--- src/rtl/lsu_handshake_pkg.sv ---
// Shared encodings for the load/store unit.
// Holds the pipeline op codes, access-type codes, FSM state encoding and the
// alignment rule shared by the FSM.
package lsu_handshake_pkg;

   typedef enum logic [1:0] {
      OP_LOAD    = 2'b00,
      OP_STORE   = 2'b01,
      OP_NOP     = 2'b10,
      OP_NOP_ALT = 2'b11
   } lsu_op_e;

   // Codes 101..111 are not listed; they behave as a word access.
   typedef enum logic [2:0] {
      TY_WORD   = 3'b000,
      TY_HALF_U = 3'b001,
      TY_HALF_S = 3'b010,
      TY_BYTE_U = 3'b011,
      TY_BYTE_S = 3'b100
   } lsu_type_e;

   typedef enum logic [1:0] {
      ST_IDLE = 2'b00,
      ST_BUS  = 2'b01,
      ST_RESP = 2'b10
   } lsu_state_e;

   // Half accesses need an even address, word accesses a multiple of four.
   function automatic logic is_misaligned(input logic [2:0] ty, input logic [1:0] lane);
      case (ty)
         TY_HALF_U, TY_HALF_S: return lane[0];
         TY_BYTE_U, TY_BYTE_S: return 1'b0;
         default:              return lane != 2'b00;
      endcase
   endfunction

endpackage

--- src/rtl/lsu_align.sv ---
// Byte-lane steering for the load/store unit (purely combinational).
// Ports:
//   ty       access type (lsu_type_e code, 101..111 treated as word)
//   lane     byte offset within the word (addr[1:0])
//   wdata    raw store data from the pipeline
//   rdata    raw word read from the bus
//   st_wdata store data replicated onto every lane the access may hit
//   st_be    byte enables for a store
//   ld_data  load data shifted down to bit 0 and zero/sign extended
module lsu_align
   import lsu_handshake_pkg::*;
(
   input  logic [2:0]  ty,
   input  logic [1:0]  lane,
   input  logic [31:0] wdata,
   input  logic [31:0] rdata,
   output logic [31:0] st_wdata,
   output logic [3:0]  st_be,
   output logic [31:0] ld_data
);

   logic [31:0] rshift;

   always_comb begin
      rshift   = rdata >> {lane, 3'b000};
      st_wdata = wdata;
      st_be    = 4'b1111;
      ld_data  = rshift;
      case (ty)
         TY_HALF_U: begin
            st_wdata = {2{wdata[15:0]}};
            st_be    = 4'b0011 << lane;
            ld_data  = {16'h0000, rshift[15:0]};
         end
         TY_HALF_S: begin
            st_wdata = {2{wdata[15:0]}};
            st_be    = 4'b0011 << lane;
            ld_data  = {{16{rshift[15]}}, rshift[15:0]};
         end
         TY_BYTE_U: begin
            st_wdata = {4{wdata[7:0]}};
            st_be    = 4'b0001 << lane;
            ld_data  = {24'h000000, rshift[7:0]};
         end
         TY_BYTE_S: begin
            st_wdata = {4{wdata[7:0]}};
            st_be    = 4'b0001 << lane;
            ld_data  = {{24{rshift[7]}}, rshift[7:0]};
         end
         default: begin
            st_wdata = wdata;
            st_be    = 4'b1111;
            ld_data  = rshift;
         end
      endcase
   end

endmodule

--- src/rtl/lsu_handshake.sv ---
// Registered load/store unit between the execute stage and the data RAM.
// Accepts one access at a time over a valid/ready handshake, runs it on a
// req/ack wait-state bus, and returns a one-cycle response for write-back.
// Ports:
//   clk, rst_n        clock and synchronous active-low reset
//   halt              pipeline freeze (blocks accept, holds the response)
//   req_*             access from the pipeline (op, type, addr, wdata, rd)
//   mem_*             wait-state bus: req/read_wrn/addr/wdata/be out, ack/rdata in
//   rsp_*             completion pulse, write-back enable, rd and load data
//   stall             LSU busy, pipeline must hold
//   err_misalign      sticky: a misaligned access was rejected
//   err_timeout       sticky: a bus access was aborted for lack of ack
module lsu_handshake
   import lsu_handshake_pkg::*;
#(
   parameter int ADDR_W  = 16,
   parameter int TIMEOUT = 255,
   parameter int CNT_W   = 8
) (
   input  logic              clk,
   input  logic              rst_n,
   input  logic              halt,
   input  logic              req_valid,
   output logic              req_ready,
   input  logic [1:0]        req_op,
   input  logic [2:0]        req_type,
   input  logic [31:0]       req_addr,
   input  logic [31:0]       req_wdata,
   input  logic [4:0]        req_rd,
   output logic              mem_req,
   output logic              mem_read_wrn,
   output logic [ADDR_W-1:0] mem_addr,
   output logic [31:0]       mem_wdata,
   output logic [3:0]        mem_be,
   input  logic              mem_ack,
   input  logic [31:0]       mem_rdata,
   output logic              rsp_valid,
   output logic              rsp_wb,
   output logic [4:0]        rsp_rd,
   output logic [31:0]       rsp_data,
   output logic              stall,
   output logic              err_misalign,
   output logic              err_timeout
);

   // Counter value on the last BUS cycle before the timeout fires.
   localparam logic [CNT_W-1:0] CNT_LAST = CNT_W'(TIMEOUT - 1);

   lsu_state_e        state_q, state_d;
   logic [1:0]        op_q;
   logic [2:0]        type_q;
   logic [ADDR_W-1:0] addr_q;
   logic [31:0]       wdata_q;
   logic [4:0]        rd_q;
   logic [CNT_W-1:0]  cnt_q;
   logic [31:0]       rsp_data_q;
   logic              rsp_wb_q;
   logic              err_misalign_q;
   logic              err_timeout_q;

   logic              accept;
   logic              misalign;
   logic              is_mem_op;
   logic              timeout_hit;
   logic              in_bus;
   logic              is_store;
   logic [31:0]       st_wdata;
   logic [3:0]        st_be;
   logic [31:0]       ld_data;
   logic              unused_addr_hi;

   assign unused_addr_hi = ^req_addr[31:ADDR_W];

   assign misalign  = is_misaligned(req_type, req_addr[1:0]);
   assign is_mem_op = (req_op == OP_LOAD) || (req_op == OP_STORE);
   // Ack in the same cycle as the last count wins over the timeout.
   assign timeout_hit = (TIMEOUT != 0) && !mem_ack && (cnt_q == CNT_LAST);

   lsu_align u_align (
      .ty       (type_q),
      .lane     (addr_q[1:0]),
      .wdata    (wdata_q),
      .rdata    (mem_rdata),
      .st_wdata (st_wdata),
      .st_be    (st_be),
      .ld_data  (ld_data)
   );

   always_ff @(posedge clk) begin
      if (!rst_n) begin
         state_q <= ST_IDLE;
      end else begin
         state_q <= state_d;
      end
   end

   always_comb begin
      state_d   = state_q;
      accept    = 1'b0;
      req_ready = 1'b0;
      mem_req   = 1'b0;
      rsp_valid = 1'b0;
      case (state_q)
         ST_IDLE: begin
            req_ready = !halt;
            if (req_valid && !halt) begin
               accept = 1'b1;
               // Misalignment takes priority over a no-op; neither touches the bus.
               state_d = (misalign || !is_mem_op) ? ST_RESP : ST_BUS;
            end
         end
         ST_BUS: begin
            mem_req = 1'b1;
            if (mem_ack || timeout_hit) begin
               state_d = ST_RESP;
            end
         end
         ST_RESP: begin
            rsp_valid = 1'b1;
            if (!halt) begin
               state_d = ST_IDLE;
            end
         end
         default: state_d = ST_IDLE;
      endcase
   end

   always_ff @(posedge clk) begin
      if (!rst_n) begin
         op_q           <= '0;
         type_q         <= '0;
         addr_q         <= '0;
         wdata_q        <= '0;
         rd_q           <= '0;
         cnt_q          <= '0;
         rsp_data_q     <= '0;
         rsp_wb_q       <= 1'b0;
         err_misalign_q <= 1'b0;
         err_timeout_q  <= 1'b0;
      end else begin
         if (accept) begin
            op_q       <= req_op;
            type_q     <= req_type;
            addr_q     <= req_addr[ADDR_W-1:0];
            wdata_q    <= req_wdata;
            rd_q       <= req_rd;
            cnt_q      <= '0;
            rsp_wb_q   <= 1'b0;
            rsp_data_q <= '0;
            if (misalign) begin
               err_misalign_q <= 1'b1;
            end
         end
         if (state_q == ST_BUS) begin
            if (mem_ack) begin
               rsp_wb_q   <= (op_q == OP_LOAD);
               rsp_data_q <= (op_q == OP_LOAD) ? ld_data : '0;
            end else begin
               cnt_q <= cnt_q + CNT_W'(1);
               if (timeout_hit) begin
                  err_timeout_q <= 1'b1;
               end
            end
         end
      end
   end

   // Bus outputs are only driven while a transaction is in flight.
   assign in_bus       = (state_q == ST_BUS);
   assign is_store     = (op_q == OP_STORE);
   assign mem_read_wrn = !(in_bus && is_store);
   assign mem_addr     = in_bus ? {addr_q[ADDR_W-1:2], 2'b00} : '0;
   assign mem_wdata    = (in_bus && is_store) ? st_wdata : '0;
   assign mem_be       = in_bus ? (is_store ? st_be : 4'b1111) : 4'b0000;

   assign rsp_wb       = (state_q == ST_RESP) && rsp_wb_q;
   assign rsp_rd       = rd_q;
   assign rsp_data     = rsp_data_q;
   assign stall        = (state_q != ST_IDLE) || (req_valid && !req_ready);
   assign err_misalign = err_misalign_q;
   assign err_timeout  = err_timeout_q;

endmodule
--- config.mk ---
export PLATFORM = sky130hd
export DESIGN_NAME = lsu_handshake
export DESIGN_NICKNAME = d
export VERILOG_FILES = /design/src/rtl/lsu_handshake_pkg.sv /design/src/rtl/lsu_align.sv /design/src/rtl/lsu_handshake.sv
export SDC_FILE = /design/constraint.sdc
export NUM_CORES = 1
export LEC_CHECK = 0
export ABC_AREA = 1
export CAP_MARGIN = 20
export CELL_PAD_IN_SITES_DETAIL_PLACEMENT = 0
export CELL_PAD_IN_SITES_GLOBAL_PLACEMENT = 1
export CORE_UTILIZATION = 43
export DETAILED_ROUTE_END_ITERATION = 10
export DONT_BUFFER_PORTS = 1
export GPL_TIMING_DRIVEN = 1
export PLACE_DENSITY = 0.77
export SLEW_MARGIN = 20
export SYNTH_ARGS = -nofsm -noshare
export SYNTH_HDL_FRONTEND = slang
export SYNTH_SLANG_ARGS = --single-unit
--- constraint.sdc ---
create_clock -name clk -period 1.64 [get_ports clk]
set_input_delay 0.328 -clock clk [delete_from_list [all_inputs] [get_ports clk]]
set_output_delay 0.328 -clock clk [all_outputs]
set_load 0.02 [all_outputs]
==> impl_metrics.py, run 1 <==
metrics = {
    "finish": {
        "multi_input_area_sq_um": 3190,
        "register_area_sq_um": 2070,
        "areaGrowthSynthToFinish_pct": 31.6,
        "stdcell_count": 960,
        "drive_above_1_share": 0.274,
        "final_area_sq_um": 6810,
        "layout.nets": 925,
        "num_antenna_cells": 0,
        "fillers": 1092,
    },
    "clock_tree": {
        "cts_buffers": 9,
        "clk_pin_slew_ps": 70,
        "clk_latency_ps": 350,
        "root_buffer": "clkbuf_16",
        "clock_path_buffers": 2,
        "cts_tree": "built",
        "cts.sinks": 103,
        "hold_buffers": 0,
        "h-tree-depth": 3,
    },
    "run_status": {
        "failed_checks": "DRC, setup timing",
        "status": "finished with violations",
    },
    "worst_setup_path": {
        "worstSetupStartpoint": "state_q[0]",
        "slowest_stage": "dfxtp_2",
        "required_ps": 1310,
        "start_kind": "flop",
        "rr_startpoint": "type_q[0]",
        "crit_path_cell_trace": "inv_4 -> nor2_8 -> inv_6 -> nor2_4 -> clkbuf_16 -> o21ai_1 -> a21oi_1 -> buf_4",
        "cp-end-kind": "output port",
        "max_stage_delay_ps": 360,
        "crit_type": "reg -> out",
        "cp.arrival_ps": 1670,
        "cp_max_fo": 4,
    },
    "drt": {
        "vias_per_cell": 5.45,
        "drt-pass1-iter-count": 8,
        "drt_iter0_markers": 320,
        "postRouteWirelength_um": 15700,
        "drc": 14,
        "postRouteAntennaNets": 0,
        "wire_per_inst_um": 16.3,
        "vias": 5230,
    },
    "place": {
        "dp_hpwl_um": 10400,
        "place_inst": 921,
        "gp_congestion": 0.831,
        "placed_area_sq_um": 5660,
        "dp_slack_ps": -62.7,
        "place.port_buffers": 0,
    },
    "yosys": {
        "yosysSeqAreaShare": 0.398,
        "synth_edf_count": 0,
        "synth-async-reset-ratio": 0,
        "yosys_warnings": 0,
        "synth_cell_types": 33,
        "synthFlopType": "dfxtp_1",
        "syn_inst": 779,
        "ys_ff_latch": 103,
        "synth_area_sq_um": 5180,
        "avgSynthCellArea_sq_um": 6.64,
    },
    "timing": {
        "finalHoldViolations": 0,
        "timing.final.ws_setup_ps": -358,
        "slew_violations": 0,
        "period_needed_ps": 2000,
        "fin_crit_sh": 1.22,
        "finalSetupViolations": 51,
        "skew_ps": 4.41,
        "fmax_ghz": 0.500,
        "rsz0062_at_grt": "true",
    },
    "pwr": {
        "p_leak_nw": 2.55,
        "power_frac_seq": 0.448,
        "p_per_area_nw_per_um2": 894,
        "p_clk_frac": 0.333,
        "p_comb_frac": 0.219,
        "ir_worst_vdd_v": 0.000573,
        "p_sw_frac": 0.305,
        "netSwitchingPower_mw": 1.86,
        "power_mw": 6.09,
        "intPower_mw": 4.23,
    },
    "die": {
        "core_area_sq_um": 11600,
        "rows": 39,
        "start_util": 0.448,
        "pin_count": 208,
        "dieArea_sq_um": 12500,
        "fp.dieH_um": 112,
        "die_w_um": 112,
    },
    "global_routing": {
        "grt_pass1_vias": 4802,
        "grt_use_total": 0.242,
        "grt_pass1_wl_um": 24300,
        "grt_start_max_net_pins": 68,
        "antenna_found_initial": 0,
        "grt_overflow_total": 0,
    },
    "job": {
        "maxCapViolCount": 0,
    },
    "hold_path": {
        "min_from": "rst_n",
        "min_path_type": "in -> reg",
    },
}
-- registers in the layout (all words and copies together), names as in the netlist --
register	cells
state_q	2
op_q	2
cnt_q	8
rsp_data	32
rsp_rd	5
addr_q	16
err_misalign	1
type_q	3
wdata_q	32
err_timeout	1
rsp_wb_q	1
-- cell usage after synthesis (2+ instances only) --
library cell,n,area share
dfxtp_1,103,0.40
nor3_1,4,0.0039
nand2_1,155,0.11
o211ai_1,16,0.023
ha_1,2,0.0048
inv_2,6,0.0044
nand2_2,11,0.013
a21oi_1,89,0.086
nor2_2,2,0.0024
buf_6,3,0.0065
nand3_2,3,0.0058
clkbuf_1,26,0.019
a21oi_2,9,0.015
nand3_1,39,0.038
nor2_1,135,0.098
buf_2,16,0.015
inv_1,51,0.037
buf_4,4,0.0058
o21ai_0,91,0.088
-- metal layers --
layer | wire length [um] | global-route usage | vias to the layer above | part of all wire
met2 | 7330 | 0.383 | 188 | 0.47
li1 | - | - | 2607 | -
met1 | 6670 | 0.315 | 2409 | 0.43
met5 | 0 | 0 | - | 0
met3 | 1230 | 0.0626 | 26 | 0.079
met4 | 435 | 0.0928 | 0 | 0.028
-- stage by stage --
stage	utilization	hold WS, ps	setup TNS, ps
finish	0.589	113	-13350
global placement	0.489	437	-710
global route	0.589	87.9	-17770
CTS	0.549	84.0	-13190
detailed placement	0.489	445	-1030
floorplan	-	430	-347
-- layout make-up --
class / instances / share of cell area
inverter: 58 / 0.0356
tap: 143 / 0.0263
timing repair buffer: 70 / 0.125
sequential: 103 / 0.304
multi-input combinational: 570 / 0.468
clock inverter: 3 / 0.00257
clock buffer: 13 / 0.0382
-- power by group through the flow --
stage | registers [mW] | logic (mW) | clock network (mW)
2_1_floorplan | 2.76 | 0.775 | 0
3_3_place_gp | 2.77 | 1.01 | 0
3_5_place_dp | 2.78 | 1.03 | 0
4_1_cts | 2.72 | 1.15 | 2.08
5_1_grt | 2.74 | 1.47 | 2.18
6_report | 2.73 | 1.33 | 2.03
-- worst max-delay path: cells and delay by family (launching register included) --
| family | cells | cell delay [ps] |
|---|---|---|
| simple gates | 2 | 320 |
| compound gates | 2 | 180 |
| buf+inv | 4 | 450 |
| flops | 1 | 360 |
-- what timing repair did --
| action | CTS | global route |
|---|---|---|
| setup buffers | 9 | 8 |
| endpoints found under the setup margin | 69 | 71 |
| gates cloned | 1 | 5 |
| pin swaps | 14 | 47 |
| resized for setup | 79 | 104 |
-- path summary, 6_finish.rpt --
kind,endpoint,slack [ps],depth (start not counted)
min reg2reg,op_q[0],470,2
min,addr_q[8],110,2
max reg2reg,rsp_data[20],50,11
max,mem_wdata[21],-360,8
-- kinds of logic after synthesis --
logic type / count (synthesis) / share of synthesized area
compound gates: 209 / 0.220
fa+ha+maj: 2 / 0.00483
buf+inv: 108 / 0.0894
flops: 103 / 0.398
other cells: 1 / 0.000724
simple gates: 356 / 0.286
-- cell usage in the layout, fill, tap and decap left out, types with 5 or more instances in the layout --
master / n
inv_2: 7
dfxtp_1: 97
dfxtp_2: 5
clkbuf_16: 12
nand2_1: 131
a21oi_1: 71
nor2_4: 43
buf_4: 28
inv_1: 45
nor2_1: 92
buf_12: 12
a21oi_2: 23
buf_6: 24
a21oi_4: 5
nand2_2: 34
o21ai_1: 10
o21ai_0: 76
nand3_1: 39
o211ai_1: 16
Note: power is estimated with default switching activity, not from simulation.
==> run 2: changes to the inputs <==
--- a/config.mk
+++ b/config.mk
@@ -14,6 +14,8 @@
 export DONT_BUFFER_PORTS = 1
 export GPL_TIMING_DRIVEN = 1
 export PLACE_DENSITY = 0.77
+export RECOVER_POWER = 50
+export SKIP_LAST_GASP = 1
 export SLEW_MARGIN = 20
 export SYNTH_ARGS = -nofsm -noshare
 export SYNTH_HDL_FRONTEND = slang
==> run 2 against run 1 <==
  * The run still ends with DRC, setup timing left
  * Critical path depth is the same
  * Flip-flop and latch count unchanged
  * Non-clock buffer count stayed put
  * Combinational power barely moved
  * Wire length decreased by 0.17%
  * Via count increased by 0.27%
  * Cell count grew 0.10%
  * Critical path type unchanged
  * Largest power group unchanged
  * Highest routed layer unchanged
==> impl_metrics.py, run 2 (synthesis results as in run 1) <==
metrics = {
    "run_status": {
        "status": "finished with violations",
        "failed_checks": "DRC, setup timing",
    },
    "drt": {
        "drt-pass1-iter-count": 10,
        "drc": 14,
        "wire_per_inst_um": 16.3,
        "postRouteAntennaNets": 0,
        "postRouteWirelength_um": 15600,
        "vias_per_cell": 5.46,
        "vias": 5244,
        "drt_iter0_markers": 340,
    },
    "worst_setup_path": {
        "cp-end-kind": "output port",
        "required_ps": 1310,
        "cp.arrival_ps": 1690,
        "cp_max_fo": 4,
        "crit_type": "reg -> out",
        "start_kind": "flop",
    },
    "place": {
        "place.port_buffers": 0,
        "dp_slack_ps": -62.7,
        "place_inst": 921,
        "gp_congestion": 0.831,
        "dp_hpwl_um": 10400,
    },
    "clock_tree": {
        "cts.sinks": 103,
        "hold_buffers": 0,
        "cts_buffers": 9,
        "h-tree-depth": 3,
        "clk_latency_ps": 350,
        "clk_pin_slew_ps": 70,
        "cts_tree": "built",
        "clock_path_buffers": 2,
        "root_buffer": "clkbuf_16",
    },
    "finish": {
        "stdcell_count": 961,
        "layout.nets": 926,
        "drive_above_1_share": 0.262,
        "num_antenna_cells": 0,
        "postLayoutCoreUtil": 0.584,
        "final_cell_mix": "nand2_1, dfxtp_1, nor2_1",
        "fillers": 1104,
        "final_common_cell": "nand2_1",
        "areaGrowthSynthToFinish_pct": 30.6,
    },
    "pwr": {
        "p_per_area_nw_per_um2": 898,
        "p_leak_nw": 2.53,
        "power_mw": 6.07,
        "ir_worst_vdd_v": 0.000572,
    },
    "die": {
        "rows": 39,
        "die_w_um": 112,
        "core_area_sq_um": 11600,
        "dieArea_sq_um": 12500,
        "start_util": 0.448,
        "fp.dieH_um": 112,
        "pin_count": 208,
    },
    "timing": {
        "finalHoldViolations": 0,
        "fmax_ghz": 0.497,
        "rsz0062_at_grt": "true",
        "period_needed_ps": 2010,
        "slew_violations": 0,
        "timing.final.ws_setup_ps": -374,
        "skew_ps": 4.17,
        "finalSetupViolations": 54,
        "fin_crit_sh": 1.23,
        "whs_ps": 103,
    },
    "hold_path": {
        "min_path_type": "in -> reg",
    },
    "global_routing": {
        "grt_start_max_net_pins": 68,
        "antenna_found_initial": 0,
        "grt_pass1_vias": 4801,
        "grt_overflow_total": 0,
        "grt_use_total": 0.242,
        "grt_pass1_wl_um": 24200,
    },
    "job": {
        "maxCapViolCount": 0,
    },
}
==> run 2: metal layers <==
| metal | track usage | wire length, um | vias to the layer above |
|---|---|---|---|
| met4 | 0.0928 | 339 | 0 |
| met1 | 0.314 | 6580 | 2430 |
| met5 | 0 | 0 | - |
| met3 | 0.0626 | 1250 | 20 |
| li1 | - | - | 2603 |
| met2 | 0.383 | 7460 | 191 |
==> run 2: repair_timing <==
item,in CTS,in global routing
pin swaps,14,46
resized for setup,77,88
buffers inserted,9,8
cloned,1,6
setup endpoints to repair,69,79
endpoints found under the hold margin,0,0
==> run 2: worst paths after layout <==
kind	from	to	slack, ps	depth (start not counted)
setup / recovery	state_q[0]	mem_wdata[21]	-370	8
hold reg to reg	op_q[0]	op_q[0]	470	2
setup reg to reg	state_q[0]	wdata_q[27]	-10	7
hold / removal	rst_n	err_misalign	100	1
==> run 2: final cells by class <==
cell class,count,area [sq um],area share
Clock buffer,13,260,0.0385
Clock inverter,3,17.5,0.00259
Inverter,58,245,0.0363
Multi-Input combinational cell,570,3140,0.464
Sequential cell,103,2070,0.307
Tap cell,143,179,0.0265
Timing Repair Buffer,70,842,0.125
Timing Repair inverter,1,5.00,0.000740
==> run 2: power breakdown <==
part | switching [mW] | total, mW | internal, mW
combinational | 0.831 | 1.31 | 0.483
clock | 0.920 | 2.03 | 1.11
sequential | 0.0983 | 2.73 | 2.63
==> run 2: critical path, stage by stage (launching register included) <==
cell       delay [ps]
dfxtp_2           360
inv_4              50
nor2_8            130
inv_6              40
nor2_4            190
clkbuf_16         190
o21ai_0            70
a21oi_1           130
buf_4             170
==> run 2: stage by stage <==
stage	setup TNS (ps)	instance area, sq um
2_1_floorplan	-347	5270
3_3_place_gp	-710	5660
3_5_place_dp	-1030	5660
4_1_cts	-13220	6340
5_1_grt	-23300	6760
6_report	-13780	6760
